==> config.mk <==
export PLATFORM = sky130hd
export DESIGN_NAME = vx_fp_packer
export DESIGN_NICKNAME = d
export VERILOG_FILES = /design/src/rtl/vx_fp_packer.sv
export SDC_FILE = /design/constraint.sdc
export NUM_CORES = 1
export LEC_CHECK = 0
export BUFFER_PORTS_ARGS = -buffer_cell sky130_fd_sc_hd__buf_2
export CORE_ASPECT_RATIO = 0.6
export CORE_MARGIN = 2
export CORE_UTILIZATION = 45
export DETAILED_ROUTE_END_ITERATION = 10
export HOLD_SLACK_MARGIN = 0.02
export PLACE_DENSITY = 0.67
export SLEW_MARGIN = 20
export SYNTH_ARGS = -nofsm -noshare
export SYNTH_HDL_FRONTEND = slang
export SYNTH_SLANG_ARGS = --single-unit
==> constraint.sdc <==
create_clock -name clk -period 2.7 [get_ports clk]
set_input_delay 0.27 -clock clk [delete_from_list [all_inputs] [get_ports clk]]
set_output_delay 0.27 -clock clk [all_outputs]
set_load 0.005 [all_outputs]
==> src/rtl/vx_fp_packer.sv <==
// vx_fp_packer: packs an unpacked floating-point value into an IEEE-754 bit pattern.
//
// Takes sign, a wide signed biased exponent, a mantissa with explicit hidden bit
// and special-class flags. Produces canonical NaN, infinities, zeros, subnormals
// (truncated) and normals, with {NV, OF, UF} exception flags.
// Two-stage elastic pipeline with a valid/ready handshake on both sides.
//
// Ports:
//   clk, reset                  clock, synchronous active-high reset
//   valid_in / ready_in         upstream handshake
//   sign_in, exp_in, man_in     unpacked operand (exp_in signed, man_in[MAN_BITS] = hidden bit)
//   clss_in                     class flags (is_zero, is_inf, is_nan, is_signaling used)
//   tag_in                      sideband carried with the data
//   valid_out / ready_out       downstream handshake
//   result_out                  packed {sign, exp, man}
//   fflags_out                  {NV, OF, UF}
//   tag_out                     sideband aligned with result_out

package vx_fp_pkg;
    typedef struct packed {
        logic is_normal;
        logic is_subnormal;
        logic is_zero;
        logic is_inf;
        logic is_nan;
        logic is_signaling;
        logic is_quiet;
        logic is_boxed;
    } fclass_t;
endpackage

module vx_fp_packer
    import vx_fp_pkg::*;
#(
    parameter int EXP_BITS  = 8,
    parameter int MAN_BITS  = 23,
    parameter int TAG_WIDTH = 8
) (
    input  logic                         clk,
    input  logic                         reset,
    input  logic                         valid_in,
    output logic                         ready_in,
    input  logic                         sign_in,
    input  logic [EXP_BITS+1:0]          exp_in,
    input  logic [MAN_BITS:0]            man_in,
    input  fclass_t                      clss_in,
    input  logic [TAG_WIDTH-1:0]         tag_in,
    output logic                         valid_out,
    input  logic                         ready_out,
    output logic [EXP_BITS+MAN_BITS:0]   result_out,
    output logic [2:0]                   fflags_out,
    output logic [TAG_WIDTH-1:0]         tag_out
);

    localparam int EW = EXP_BITS + 2;
    localparam int SW = $clog2(MAN_BITS + 2);
    localparam int RW = 1 + EXP_BITS + MAN_BITS;

    localparam logic [EW-1:0] EXP_MAX = {2'b00, {EXP_BITS{1'b1}}};

    typedef enum logic [2:0] {
        C_NORM, C_SUB, C_OVF, C_ZERO, C_INF, C_NAN
    } case_e;

    // ---------------- stage 0: classify ----------------
    logic                  s0_valid_q;
    case_e                 s0_case_q, s0_case_d;
    logic                  s0_sign_q;
    logic [EXP_BITS-1:0]   s0_exp_q;
    logic [MAN_BITS:0]     s0_man_q;
    logic [SW-1:0]         s0_shift_q, s0_shift_d;
    logic                  s0_snan_q;
    logic [TAG_WIDTH-1:0]  s0_tag_q;

    logic                  s1_advance;
    logic [EW:0]           shift_full;

    assign s1_advance = ~valid_out | ready_out;
    assign ready_in   = ~s0_valid_q | s1_advance;

    // Sign-extend by one bit so 1 - exp_in cannot wrap for the most negative exponent.
    assign shift_full = (EW+1)'(1) - {exp_in[EW-1], exp_in};

    always_comb begin
        s0_case_d = C_NORM;
        if (clss_in.is_nan)                              s0_case_d = C_NAN;
        else if (clss_in.is_inf)                         s0_case_d = C_INF;
        else if (clss_in.is_zero)                        s0_case_d = C_ZERO;
        else if ($signed(exp_in) >= $signed(EXP_MAX))    s0_case_d = C_OVF;
        else if ($signed(exp_in) <= $signed(EW'(0)))     s0_case_d = C_SUB;

        // Shifting by MAN_BITS+1 already clears the whole mantissa, so saturate there.
        if ($signed(shift_full) > $signed((EW+1)'(MAN_BITS + 1)))
            s0_shift_d = SW'(MAN_BITS + 1);
        else
            s0_shift_d = shift_full[SW-1:0];
    end

    always_ff @(posedge clk) begin
        if (reset) begin
            s0_valid_q <= 1'b0;
        end else if (ready_in) begin
            s0_valid_q <= valid_in;
        end
        if (valid_in && ready_in) begin
            s0_case_q  <= s0_case_d;
            s0_sign_q  <= sign_in;
            s0_exp_q   <= exp_in[EXP_BITS-1:0];
            s0_man_q   <= man_in;
            s0_shift_q <= s0_shift_d;
            s0_snan_q  <= clss_in.is_signaling;
            s0_tag_q   <= tag_in;
        end
    end

    // ---------------- stage 1: pack ----------------
    logic                  valid_out_q;
    logic [RW-1:0]         result_q, result_d;
    logic [2:0]            fflags_q, fflags_d;
    logic [TAG_WIDTH-1:0]  tag_q;

    logic [MAN_BITS:0]     sub_kept;
    logic [MAN_BITS:0]     sub_mask;
    logic                  sub_lost;

    assign sub_kept = s0_man_q >> s0_shift_q;
    assign sub_mask = ~({(MAN_BITS+1){1'b1}} << s0_shift_q);
    assign sub_lost = |(s0_man_q & sub_mask);

    always_comb begin
        result_d = {s0_sign_q, s0_exp_q, s0_man_q[MAN_BITS-1:0]};
        fflags_d = 3'b000;
        case (s0_case_q)
            C_NAN: begin
                result_d    = {1'b0, {EXP_BITS{1'b1}}, 1'b1, {(MAN_BITS-1){1'b0}}};
                fflags_d[2] = s0_snan_q;
            end
            C_INF:  result_d = {s0_sign_q, {EXP_BITS{1'b1}}, {MAN_BITS{1'b0}}};
            C_ZERO: result_d = {s0_sign_q, {EXP_BITS{1'b0}}, {MAN_BITS{1'b0}}};
            C_OVF: begin
                result_d    = {s0_sign_q, {EXP_BITS{1'b1}}, {MAN_BITS{1'b0}}};
                fflags_d[1] = 1'b1;
            end
            C_SUB: begin
                // Shift is at least 1 here, so the hidden-bit position of sub_kept is always 0.
                result_d    = {s0_sign_q, {EXP_BITS{1'b0}}, sub_kept[MAN_BITS-1:0]};
                fflags_d[0] = sub_lost;
            end
            default: ;
        endcase
    end

    always_ff @(posedge clk) begin
        if (reset) begin
            valid_out_q <= 1'b0;
            result_q    <= '0;
            fflags_q    <= '0;
            tag_q       <= '0;
        end else if (s1_advance) begin
            valid_out_q <= s0_valid_q;
            if (s0_valid_q) begin
                result_q <= result_d;
                fflags_q <= fflags_d;
                tag_q    <= s0_tag_q;
            end
        end
    end

    assign valid_out  = valid_out_q;
    assign result_out = result_q;
    assign fflags_out = fflags_q;
    assign tag_out    = tag_q;

    logic unused_bits;
    assign unused_bits = ^{clss_in.is_normal, clss_in.is_subnormal, clss_in.is_quiet,
                           clss_in.is_boxed, sub_kept[MAN_BITS]};

endmodule

# After elaboration in Yosys (flattened, before gate mapping)

Index checks and enable logic that the tools add are counted.

Shift operators: 2
Mux-type cells: 8
Reduce and logical (&&, ||, !) cells: 5
Magnitude comparators: 3
Equality and inequality tests: 5
Bitwise operators: 6
$add $sub $neg: 1

Operators with widths:

| operator                                                        | number |
|---|---|
| one-hot mux 32 bit (4 select lines)                             | 1 |
| AND 24 bit                                                      | 1 |
| NOT 24 bit                                                      | 1 |
| OR reduction 24 bit                                             | 1 |
| << shifter 24 x 5 -> 24 bit, first input constant               | 1 |
| right shift 24 x 5 -> 23 bit                                    | 1 |
| > comparator 11 x 6 -> 1 bit, second input constant             | 1 |
| subtractor 2 x 10 -> 11 bit, first input constant               | 1 |
| >= comparator 10 x 9 -> 1 bit, second input constant            | 1 |
| less-or-equal comparator 10 x 1 -> 1 bit, second input constant | 1 |
| == test 3 x 2 -> 1 bit, second input constant                   | 2 |
| == test 3 bit, second input constant                            | 2 |
| 2-to-1 mux 1 bit                                                | 5 |
| 2-to-1 mux 2 bit                                                | 2 |
| OR reduction 2 bit                                              | 2 |
| == test 3 x 1 -> 1 bit, second input constant                   | 1 |
| NOT 1 bit                                                       | 2 |
| OR 1 bit                                                        | 2 |
| AND reduction 2 bit                                             | 1 |
| logical AND 1 bit                                               | 1 |

Output and inout port bits: 45
Logic and storage cells: 43
Input bits: 55
Bits in registers: 95

# Depth between registers and ports, before layout

Gate-level depths: netlist (run 1).

Depth after elaboration: 5
Depth in mapped cells: 8
Gate-level depth less buffers: 7

# Worst setup path after synthesis (run 1)

Ideal clock, no wire load.

Path type: reg-to-reg
From: register valid_out_q, in the netlist valid_out
To: register s0_case_q[0], enable pin
Setup slack: 522 ps
Cell stages (with the launch flop): 4
Path buffers: 0
Setup time: 413 ps
Arrival: 1765 ps
Path through: dfxtp_1 > nor2b_1 > nand2_1 > and2_1

Cells in the longest elaborated chain, start to end: 4

RTL lines:

| what                   | RTL line | RTL |
|---|---|---|
| from (decl)            | 117      | `logic valid_out_q;` |
| from (signal assigned) | 160      | `valid_out_q <= s0_valid_q;` |
| NOT 1 bit              | 78       | `assign s1_advance = ~valid_out \| ready_out;` |
| OR 1 bit               | 78       |  |
| OR 1 bit               | 79       | `assign ready_in = ~s0_valid_q \| s1_advance;` |
| net ready_in           | 42       | `output logic ready_in,` |
| logical AND 1 bit      | 105      | `if (valid_in && ready_in) begin` |
| to (signal assigned)   | 106      | `s0_case_q <= s0_case_d;` |
| to (decl)              | 67       | `case_e s0_case_q, s0_case_d;` |

The timed path passes the listed nets, and every way through them passes these cells.
A chain may end at the register's enable or synchronous reset.

# Final worst setup path (run 1)

From: register s0_shift_q[2]
To: register fflags_q[0], in the netlist fflags_out[0]

Cells in the longest elaborated chain, start to end: 5

RTL lines:

| what                        | RTL line | RTL |
|---|---|---|
| from (decl)                 | 71       | `logic [SW-1:0] s0_shift_q, s0_shift_d;` |
| from (signal assigned)      | 110      | `s0_shift_q <= s0_shift_d;` |
| << shifter 24 x 5 -> 24 bit | 127      | `assign sub_mask = ~({(MAN_BITS+1){1'b1}} << s0_shift_q);` |
| NOT 24 bit                  | 127      |  |
| AND 24 bit                  | 128      | `assign sub_lost = \|(s0_man_q & sub_mask);` |
| OR reduction 24 bit         | 128      |  |
| 2-to-1 mux 1 bit            | 133      | `case (s0_case_q)` |
| to (signal assigned)        | 163      | `fflags_q <= fflags_d;` |
| to (decl)                   | 119      | `logic [2:0] fflags_q, fflags_d;` |

Every way passes these cells.

==> summary.txt, run 1 <==
Setup path
  – Worst setup EP type: flop
  – Most used cell, CP: a221oi_1
  – CP arrival: 2490 ps
  – Crit path max fanout: 15
  – CP cell instances: a221oi_1 -> nor3_1 -> or3_1 -> a221oi_1 -> o311ai_1
  – Max stage delay on crit path: 610 ps
  – Crit-path leading delay family: compound AO/OA/AOI/OAI gates
  – Critical Path RT: 2910 ps
  – Critical Path Stages: 5
  – Critical path class: flop to flop
  – FF-to-FF setup slack: 420 ps
  – Crit path launch type: flop
  – Worst R2R Path Depth: 5
  – Slowest library cell on the worst path: edfxtp_1
  – Buf/Inv on CP: 0

Clocking
  – CTS buffer count: 9
  – Setup Fix Bufs, Post-CTS: 0
  – Clock slew seen by the registers of the worst setup and hold paths: 70 ps
  – Root Buffer: clkbuf_16
  – Hold-fix buffers, CTS: 0
  – Clock Latency Late Sink: 340 ps
  – TritonCTS clock tree: done
  – Worst-case clock buffer depth: 2
  – H-Tree Level Count: 3
  – CTS sink cnt: 95
  – Post-cts sizing count: 0

Die
  – Std-Cell Rows: 29
  – I/O pin count: 100
  – CORE AREA: 0.01074 mm²
  – Die width: 140.7 µm
  – Die footprint: 0.01210 mm²
  – Die Y: 86.01 µm
  – Initial core utilization: 0.4696

Placed design
  – DP Worst Slack: 448.8 ps
  – DP HPWL: 10100 µm
  – Port Buffers: 95
  – Routability-driven placement congestion ratio: 0.9235

Cells and area
  – # nets final: 629
  – Multi-input gate area: 0.002415 mm²
  – Final Core Density: 0.5530
  – Fillcell total: 973
  – Syn-to-layout area delta: 17.76%
  – Ratio of cells with drive above 1 in the final layout: 0.2825
  – Inserted Diodes: 0
  – Register area: 0.002402 mm²
  – Most frequent cells in the layout: buf_2, nand2_1, nor2_1
  – Commonest non-fill, non-tap cell in the layout: buf_2

Timing
  – Endpoints failing hold: 0
  – Setup TNS: 0 ps
  – Fmax: 0.4383 GHz
  – Worst-Margin Slew: 977.6 ps
  – Max Slew Vio Count: 0
  – Period utilization: 0.8450
  – Minimum clock period: 2281 ps
  – Setup violators final: 0
  – Unrepaired setup endpoints after global routing: no
  – Clock Skew: 6.397 ps
  – Rel. slew slack: 0.3443
  – Worst Slack Setup Final: 418.6 ps

Synth
  – Fraction of the mapped netlist area in simple logic gates: 0.1553
  – Largest family of logic cells by synthesized area: compound AO/OA/AOI/OAI gates
  – Synth warn: 0
  – Top_reg_cell synth: edfxtp_1
  – Post-synthesis mux area share: 0.1322
  – Synth Instances: 490
  – Yosys cell types: 65
  – FF+latch count, synth: 95
  – Compound-cell area share of the yosys netlist: 0.1791
  – Post-synth top area share: 0.2977
  – Post-synthesis sequential area ratio: 0.4763
  – Adder-Cell Fraction of Synth Area: 0.006946
  – Synth area leader: edfxtp_1
  – Syn Area/Cell: 10.29 µm²
  – Post-synth design cell area: 0.005044 mm²
  – Largest cells by area after synthesis: edfxtp_1, dfxtp_1, mux4_2
  – Asr flop ratio synth: 0
  – Syn nets: 547
  – XOR/XNOR Fraction of Synth Area: 0.003473
  – EDFF count, synth: 50

Global route
  – Vias in the first global route: 4007
  – First-pass GRT wire length: 21860 µm
  – GRT overflow: 0
  – Largest net degree at the start of global routing: 51
  – Number of antenna violations at the first check in global routing: 0
  – GRT Util Overall: 0.2355

Route
  – Routed Antenna Nets: 0
  – Routed wire length: 13990 µm
  – DRT iter0 DRCs: 343
  – DRC violation count after routing: 0
  – Vias: 4326
  – Drt wl/cell: 19.53 µm
  – DR vias/cell: 6.042
  – First-pass DRT Iterations: 5

Power and ir drop
  – P_leak: 0.002311 µW
  – VDD IR max: 0.3026 mV
  – Power Total: 3492 µW
  – Pwr Density: 587.9 mW/mm²

Worst hold path
  – Min-delay worst type: primary input to flop
  – WHS Path Cells: 1

Status
  – Status: finished clean

Run
  – Max cap viols: 0
[through the flow]
step           hold WS [ps]  cells  area [µm²]
4_1_cts               83.43    716        5939
3_5_place_dp          443.0    700        5654
2_1_floorplan         368.9    490        5044
5_1_grt               85.83    716        5939
3_3_place_gp          437.9    700        5654
6_report              95.59    716        5939
[area by class of cell]
class,count,area share
clock inverter,7,0.01011
multi-input combinational,347,0.4066
inverter,8,0.005056
tap,139,0.02928
timing repair buffer,111,0.1066
clock buffer,9,0.03792
sequential,95,0.4045
[synthesized netlist by cell type (3+ instances only)]
| library cell | n |
|---|---|
| buf_2 | 12 |
| nor2b_1 | 4 |
| o31ai_1 | 3 |
| and2_1 | 5 |
| o21bai_1 | 4 |
| nor3_1 | 18 |
| a21oi_1 | 33 |
| o21ai_0 | 11 |
| a31oi_1 | 9 |
| edfxtp_1 | 50 |
| a221oi_1 | 10 |
| mux2i_1 | 13 |
| a211oi_1 | 25 |
| o22ai_1 | 6 |
| nand2_1 | 61 |
| buf_6 | 4 |
| a22oi_1 | 4 |
| nand2b_1 | 3 |
| a21o_1 | 3 |
| nor2_1 | 52 |
| nand3_1 | 7 |
| mux4_2 | 19 |
| inv_1 | 8 |
| mux2_2 | 6 |
| dfxtp_1 | 45 |
| clkbuf_1 | 18 |
| or3_1 | 4 |
| o211ai_1 | 4 |
[report_power, final]
group	leakage, µW	switching [µW]	internal, µW	total, µW
logic	0.00132	313	251	564
registers	0.000856	94.6	1610	1710
clock network	0.000139	576	643	1220
total	0.00231	983	2510	3490
[final timing paths]
| kind | startpoint | endpoint |
|---|---|---|
| setup / recovery | s0_shift_q[2] | fflags_out[0] |
| hold reg to reg | tag_out[2] | tag_out[2] |
| hold / removal | tag_in[5] | s0_tag_q[5] |
| setup reg to reg | s0_shift_q[2] | fflags_out[0] |
[logic make-up after synthesis]
logic type	Yosys count
AND/OR/NAND/NOR	170
AO/OA/AOI/OAI	131
flip-flops	95
buffers and inverters	48
multiplexers	41
adder cells (fa/ha/maj)	3
XOR/XNOR	2
[worst register-to-register path: stages (launching register included)]
cell	delay [ps]
edfxtp_1	610
a221oi_1	360
nor3_1	90
or3_1	400
a221oi_1	550
o311ai_1	140
[layer usage]
metal	vias up	track usage	part of all wire
met3	17	0.08710	0.11
met1	2066	0.3530	0.48
met2	217	0.3149	0.39
li1	2024	-	-
met5	-	0.04453	0.0048
met4	2	0.05818	0.012
[flip-flops by register name (all words and copies together) (netlist names), 3 cells and up]
register and flops:
tag_out 8, s0_exp_q 8, s0_tag_q 8, s0_man_q 24, fflags_out 3, s0_shift_q 5, result_out 32, s0_case_q 3
No activity file was read; power rests on OpenSTA's default activity.
==> run 2: changes to the inputs <==
- clock period: 2.7 -> 2.15 ns (I/O delays scaled with it)
==> run 2 against run 1 <==
Compared with the run above:
- routed wire length grew 9.5%
- sequential power grew 24%
- core utilization grew 3.6 points
- critical endpoint is now result_out[15]
- largest cell class unchanged
==> summary.txt, run 2 (synthesis gave the netlist of run 1 again) <==
Global route
  – First-pass GRT wire length: 24110 µm
  – Number of antenna violations at the first check in global routing: 0
  – GRT overflow: 0
  – GRT Util Overall: 0.2599
  – Largest net degree at the start of global routing: 51
  – Vias in the first global route: 4245

Timing
  – Fmax: 0.4699 GHz
  – Worst Slack Setup Final: 21.86 ps
  – Clock Skew: 9.950 ps
  – Minimum clock period: 2128 ps
  – Worst-Margin Slew: 679.6 ps
  – Endpoints failing hold: 0
  – Rel. slew slack: 0.5469
  – Unrepaired setup endpoints after global routing: yes
  – Period utilization: 0.9898
  – Max Slew Vio Count: 0
  – Setup violators final: 0

Die
  – Die footprint: 0.01210 mm²
  – CORE AREA: 0.01074 mm²
  – Die width: 140.7 µm
  – Initial core utilization: 0.4696
  – Std-Cell Rows: 29
  – I/O pin count: 100
  – Die Y: 86.01 µm

Clocking
  – Clock slew seen by the registers of the worst setup and hold paths: 70 ps
  – CTS sink cnt: 95
  – CTS buffer count: 9
  – H-Tree Level Count: 3
  – Clock Latency Late Sink: 340 ps
  – Worst-case clock buffer depth: 2
  – TritonCTS clock tree: done
  – Root Buffer: clkbuf_16
  – Hold-fix buffers, CTS: 0

Setup path
  – Worst R2R Path Depth: 8
  – FF-to-FF setup slack: 20 ps
  – Critical Path RT: 2410 ps
  – Crit path max fanout: 25
  – Critical path class: flop to flop
  – Worst setup EP type: flop
  – R2R Path End: result_out[15]
  – Crit path launch type: flop
  – RR Startpoint: s0_shift_q[1]
  – CP arrival: 2390 ps

Worst hold path
  – Worst hold start: man_in[1]
  – Min-delay worst type: primary input to flop
  – WHS Path Cells: 1
  – Worst Hold End: s0_man_q[1]

Cells and area
  – Finished Cell Area: 0.006325 mm²
  – Ratio of cells with drive above 1 in the final layout: 0.3469
  – Fillcell total: 961
  – Commonest non-fill, non-tap cell in the layout: buf_2
  – # nets final: 666
  – Most frequent cells in the layout: buf_2, nand2_1, nor2_1
  – Syn-to-layout area delta: 25.40%
  – Inserted Diodes: 0
  – Max reg flops: 32

Placed design
  – Routability-driven placement congestion ratio: 0.9393
  – Post-DP Area: 0.005922 mm²
  – DP HPWL: 11180 µm
  – DP Worst Slack: -3.208 ps
  – Port Buffers: 95

Route
  – DR vias/cell: 6.015
  – Routed wire length: 15320 µm
  – Routed Antenna Nets: 0
  – DRT iter0 DRCs: 404
  – DRC violation count after routing: 0
  – Drt wl/cell: 20.34 µm
  – First-pass DRT Iterations: 5
  – Vias: 4529

Status
  – Status: finished clean

Power and ir drop
  – P_leak: 0.002516 µW
  – Pwr Density: 719.0 mW/mm²
  – VDD IR max: 0.4805 mV

Run
  – Max cap viols: 0
[run 2: cell types whose count changed in the layout (fill, tap and decap cells not counted), sizes merged]
cell	change
inv	+1
buf	+37
clkinv	-1
[run 2: layout make-up]
type | count | area [µm²] | share of cell area
Clock inverter | 7 | 60.06 | 0.009496
Multi-Input combinational cell | 347 | 2506 | 0.3962
Tap cell | 139 | 173.9 | 0.02750
Inverter | 8 | 30.03 | 0.004748
Timing Repair Buffer | 148 | 927.1 | 0.1466
Clock buffer | 9 | 225.2 | 0.03561
Sequential cell | 95 | 2402 | 0.3798
[run 2: worst max path at each step]
stage	startpoint	end	slack, ps	cells after the start
floorplan	s0_shift_q[0]	result_out[16]	330	7
global placement	s0_shift_q[0]	result_out[18]	0.08	6
detailed placement	s0_shift_q[0]	result_out[18]	-3	6
CTS	s0_shift_q[0]	result_out[1]	3	7
global route	s0_shift_q[1]	result_out[15]	-20	8
finish	s0_shift_q[1]	result_out[15]	20	8
[run 2: report_power, final]
group | total, µW | internal [µW] | switching, µW
registers | 2120 | 2030 | 98.2
logic | 858 | 390 | 468
clock network | 1560 | 811 | 753
total | 4550 | 3230 | 1320
[run 2: through the flow]
stage / utilization / instances / total power [µW] / hold WS (ps) / setup TNS, ps
3_3_place_gp: 0.5514 / 734 / 2959 / 390.8 / 0
3_5_place_dp: 0.5514 / 734 / 2973 / 393.1 / -3.208
2_1_floorplan: - / 490 / 2612 / 313.9 / 0
4_1_cts: 0.5785 / 750 / 4538 / 29.89 / 0
5_1_grt: 0.5889 / 753 / 4734 / 34.31 / -33.19
6_report: 0.5889 / 753 / 4547 / 41.84 / 0
[run 2: worst max-delay path: stages (launching register included)]
cell	delay, ps
edfxtp_1	420
buf_12	190
buf_12	170
nor4b_1	540
o21ai_0	150
a21oi_1	180
a211oi_2	70
buf_4	160
nor3_1	180
[run 2: routing by layer]
| layer | track usage | wire [µm] | vias up |
|---|---|---|---|
| li1 | - | - | 2097 |
| met1 | 0.4109 | 7482 | 2181 |
| met2 | 0.3592 | 6169 | 235 |
| met3 | 0.06253 | 1535 | 16 |
| met4 | 0.05182 | 130 | 0 |
| met5 | 0 | 0 | - |
[run 2: repair_timing]
item | 4_1_cts | 5_1_grt
pin swaps | 0 | 1
resized for setup | 1 | 16
buffers inserted | 0 | 3
endpoints found under the setup margin | 1 | 10
==> run 3: changes to the inputs <==
- PLACE_DENSITY: 0.67 -> 0.7
==> run 3 against run 2 <==
Compared with the run above:
- cell count rose by 1.2%
- worst hold slack got worse by 3.1 ps
- register-to-register slack improved by 30 ps
- non-clock buffer count rose by 9
- clock skew fell by 3.5 ps
- die area did not move
- clock power rose by 18%
- critical path depth fell by 1
- maximum frequency rose by 1.2%
- core utilization rose by 1.0 points
- power rose by 5.9%
- flip-flop and latch count did not move
- critical path type unchanged
- critical endpoint is now fflags_out[0]
==> summary.txt, run 3 (synthesis gave the netlist of run 1 again) <==
Status
  – Status: finished clean

Setup path
  – Critical path class: flop to flop
  – Worst R2R Path Depth: 7
  – CP arrival: 2320 ps
  – Crit path max fanout: 8
  – Crit path launch type: flop
  – CP cell instances: buf_4 -> a221oi_2 -> nor3_1 -> or3_1 -> a221oi_2 -> buf_4 -> o311ai_1
  – Buf/Inv on CP: 2
  – Worst setup EP type: flop
  – FF-to-FF setup slack: 50 ps
  – Max stage delay on crit path: 540 ps
  – Slowest library cell on the worst path: edfxtp_1
  – Crit-path leading delay family: compound AO/OA/AOI/OAI gates
  – Critical Path RT: 2370 ps
  – Critical Path Stages: 7

Global route
  – GRT overflow: 0
  – First-pass GRT wire length: 23290 µm
  – GRT Util Overall: 0.2499
  – Vias in the first global route: 4187
  – Largest net degree at the start of global routing: 35
  – Number of antenna violations at the first check in global routing: 0

Worst hold path
  – WHS Path Cells: 1
  – Min-delay worst type: primary input to flop

Run
  – Max cap viols: 0

Clocking
  – CTS buffer count: 9
  – TritonCTS clock tree: done
  – Clock Latency Late Sink: 350 ps
  – Clock slew seen by the registers of the worst setup and hold paths: 70 ps
  – Root Buffer: clkbuf_16
  – Hold-fix buffers, CTS: 0
  – Worst-case clock buffer depth: 2
  – CTS sink cnt: 95
  – H-Tree Level Count: 3

Cells and area
  – Inserted Diodes: 0
  – Commonest non-fill, non-tap cell in the layout: buf_2
  – Final Core Density: 0.5991
  – Max reg flops: 32
  – Most frequent cells in the layout: buf_2, nand2_1, buf_4
  – Register area: 0.002402 mm²
  – Ratio of cells with drive above 1 in the final layout: 0.3483
  – Fillcell total: 945
  – Syn-to-layout area delta: 27.59%
  – Multi-input gate area: 0.002465 mm²
  – Finished Cell Area: 0.006435 mm²
  – # nets final: 675

Placed design
  – DP HPWL: 11240 µm
  – Routability-driven placement congestion ratio: 0.9680
  – Post-DP Area: 0.005977 mm²
  – Port Buffers: 95
  – DP Worst Slack: -69.61 ps

Route
  – Routed wire length: 15110 µm
  – DRT iter0 DRCs: 409
  – Drt wl/cell: 19.83 µm
  – DR vias/cell: 6.091
  – Vias: 4641
  – First-pass DRT Iterations: 5
  – Routed Antenna Nets: 0
  – DRC violation count after routing: 0

Timing
  – Minimum clock period: 2103 ps
  – Worst-Margin Slew: 596.7 ps
  – Worst Slack Setup Final: 47.25 ps
  – Max Slew Vio Count: 0
  – Endpoints failing hold: 0
  – Rel. slew slack: 0.6015
  – Fmax: 0.4756 GHz
  – Clock Skew: 6.426 ps
  – Setup violators final: 0
  – Unrepaired setup endpoints after global routing: yes
  – Period utilization: 0.9780

Power and ir drop
  – P_leak: 0.002591 µW
  – Pwr Density: 748.6 mW/mm²
  – Power Total: 4817 µW
  – VDD IR max: 0.4160 mV

Die
  – CORE AREA: 0.01074 mm²
  – Initial core utilization: 0.4696
  – Die footprint: 0.01210 mm²
  – Die width: 140.7 µm
  – Std-Cell Rows: 29
  – Die Y: 86.01 µm
  – I/O pin count: 100
run 3: final timing paths:
kind | startpoint | to
hold reg to reg | tag_out[5] | tag_out[5]
setup reg to reg | s0_shift_q[3] | fflags_out[0]
setup / recovery | s0_shift_q[3] | fflags_out[0]
hold / removal | man_in[18] | s0_man_q[18]
run 3: metrics by stage:
stage | std cells | TNS [ps] | hold WS (ps)
after global placement | 738 | -47.86 | 391.2
after detailed placement | 738 | -69.61 | 393.1
final | 762 | 0 | 38.72
after global routing | 762 | -77.29 | 26.03
after CTS | 754 | 0 | 33.48
after floorplan | 490 | 0 | 313.9
run 3: report_power, final:
group          leakage, µW  internal [µW]  total (µW)  switching [µW]
registers         0.000856           2030        2120            96.4
clock network     0.000171           1130        1840             709
logic              0.00156            396         854             458
total              0.00259           3550        4820            1260
run 3: area by class of cell:
class / instances / share of cell area
Clock buffer: 11 / 0.04103
Inverter: 8 / 0.004667
Timing Repair Buffer: 157 / 0.1579
Multi-Input combinational cell: 347 / 0.3830
Sequential cell: 95 / 0.3733
Clock inverter: 5 / 0.01303
Tap cell: 139 / 0.02703
run 3: metal layers:
metal	wire length (µm)	share of wire	GRT usage
met4	73	0.0048	0.03182
met2	6285	0.42	0.3468
met3	1470	0.097	0.07817
met5	0	0	0
met1	7281	0.48	0.3894
run 3: what timing repair did:
action                     in CTS  in global routing
hold endpoints to repair        0                  0
gates resized for setup         2                  7
pin swaps                       0                  1
cloned                          0                  0
setup endpoints to repair       2                  6
setup buffers                   0                  8
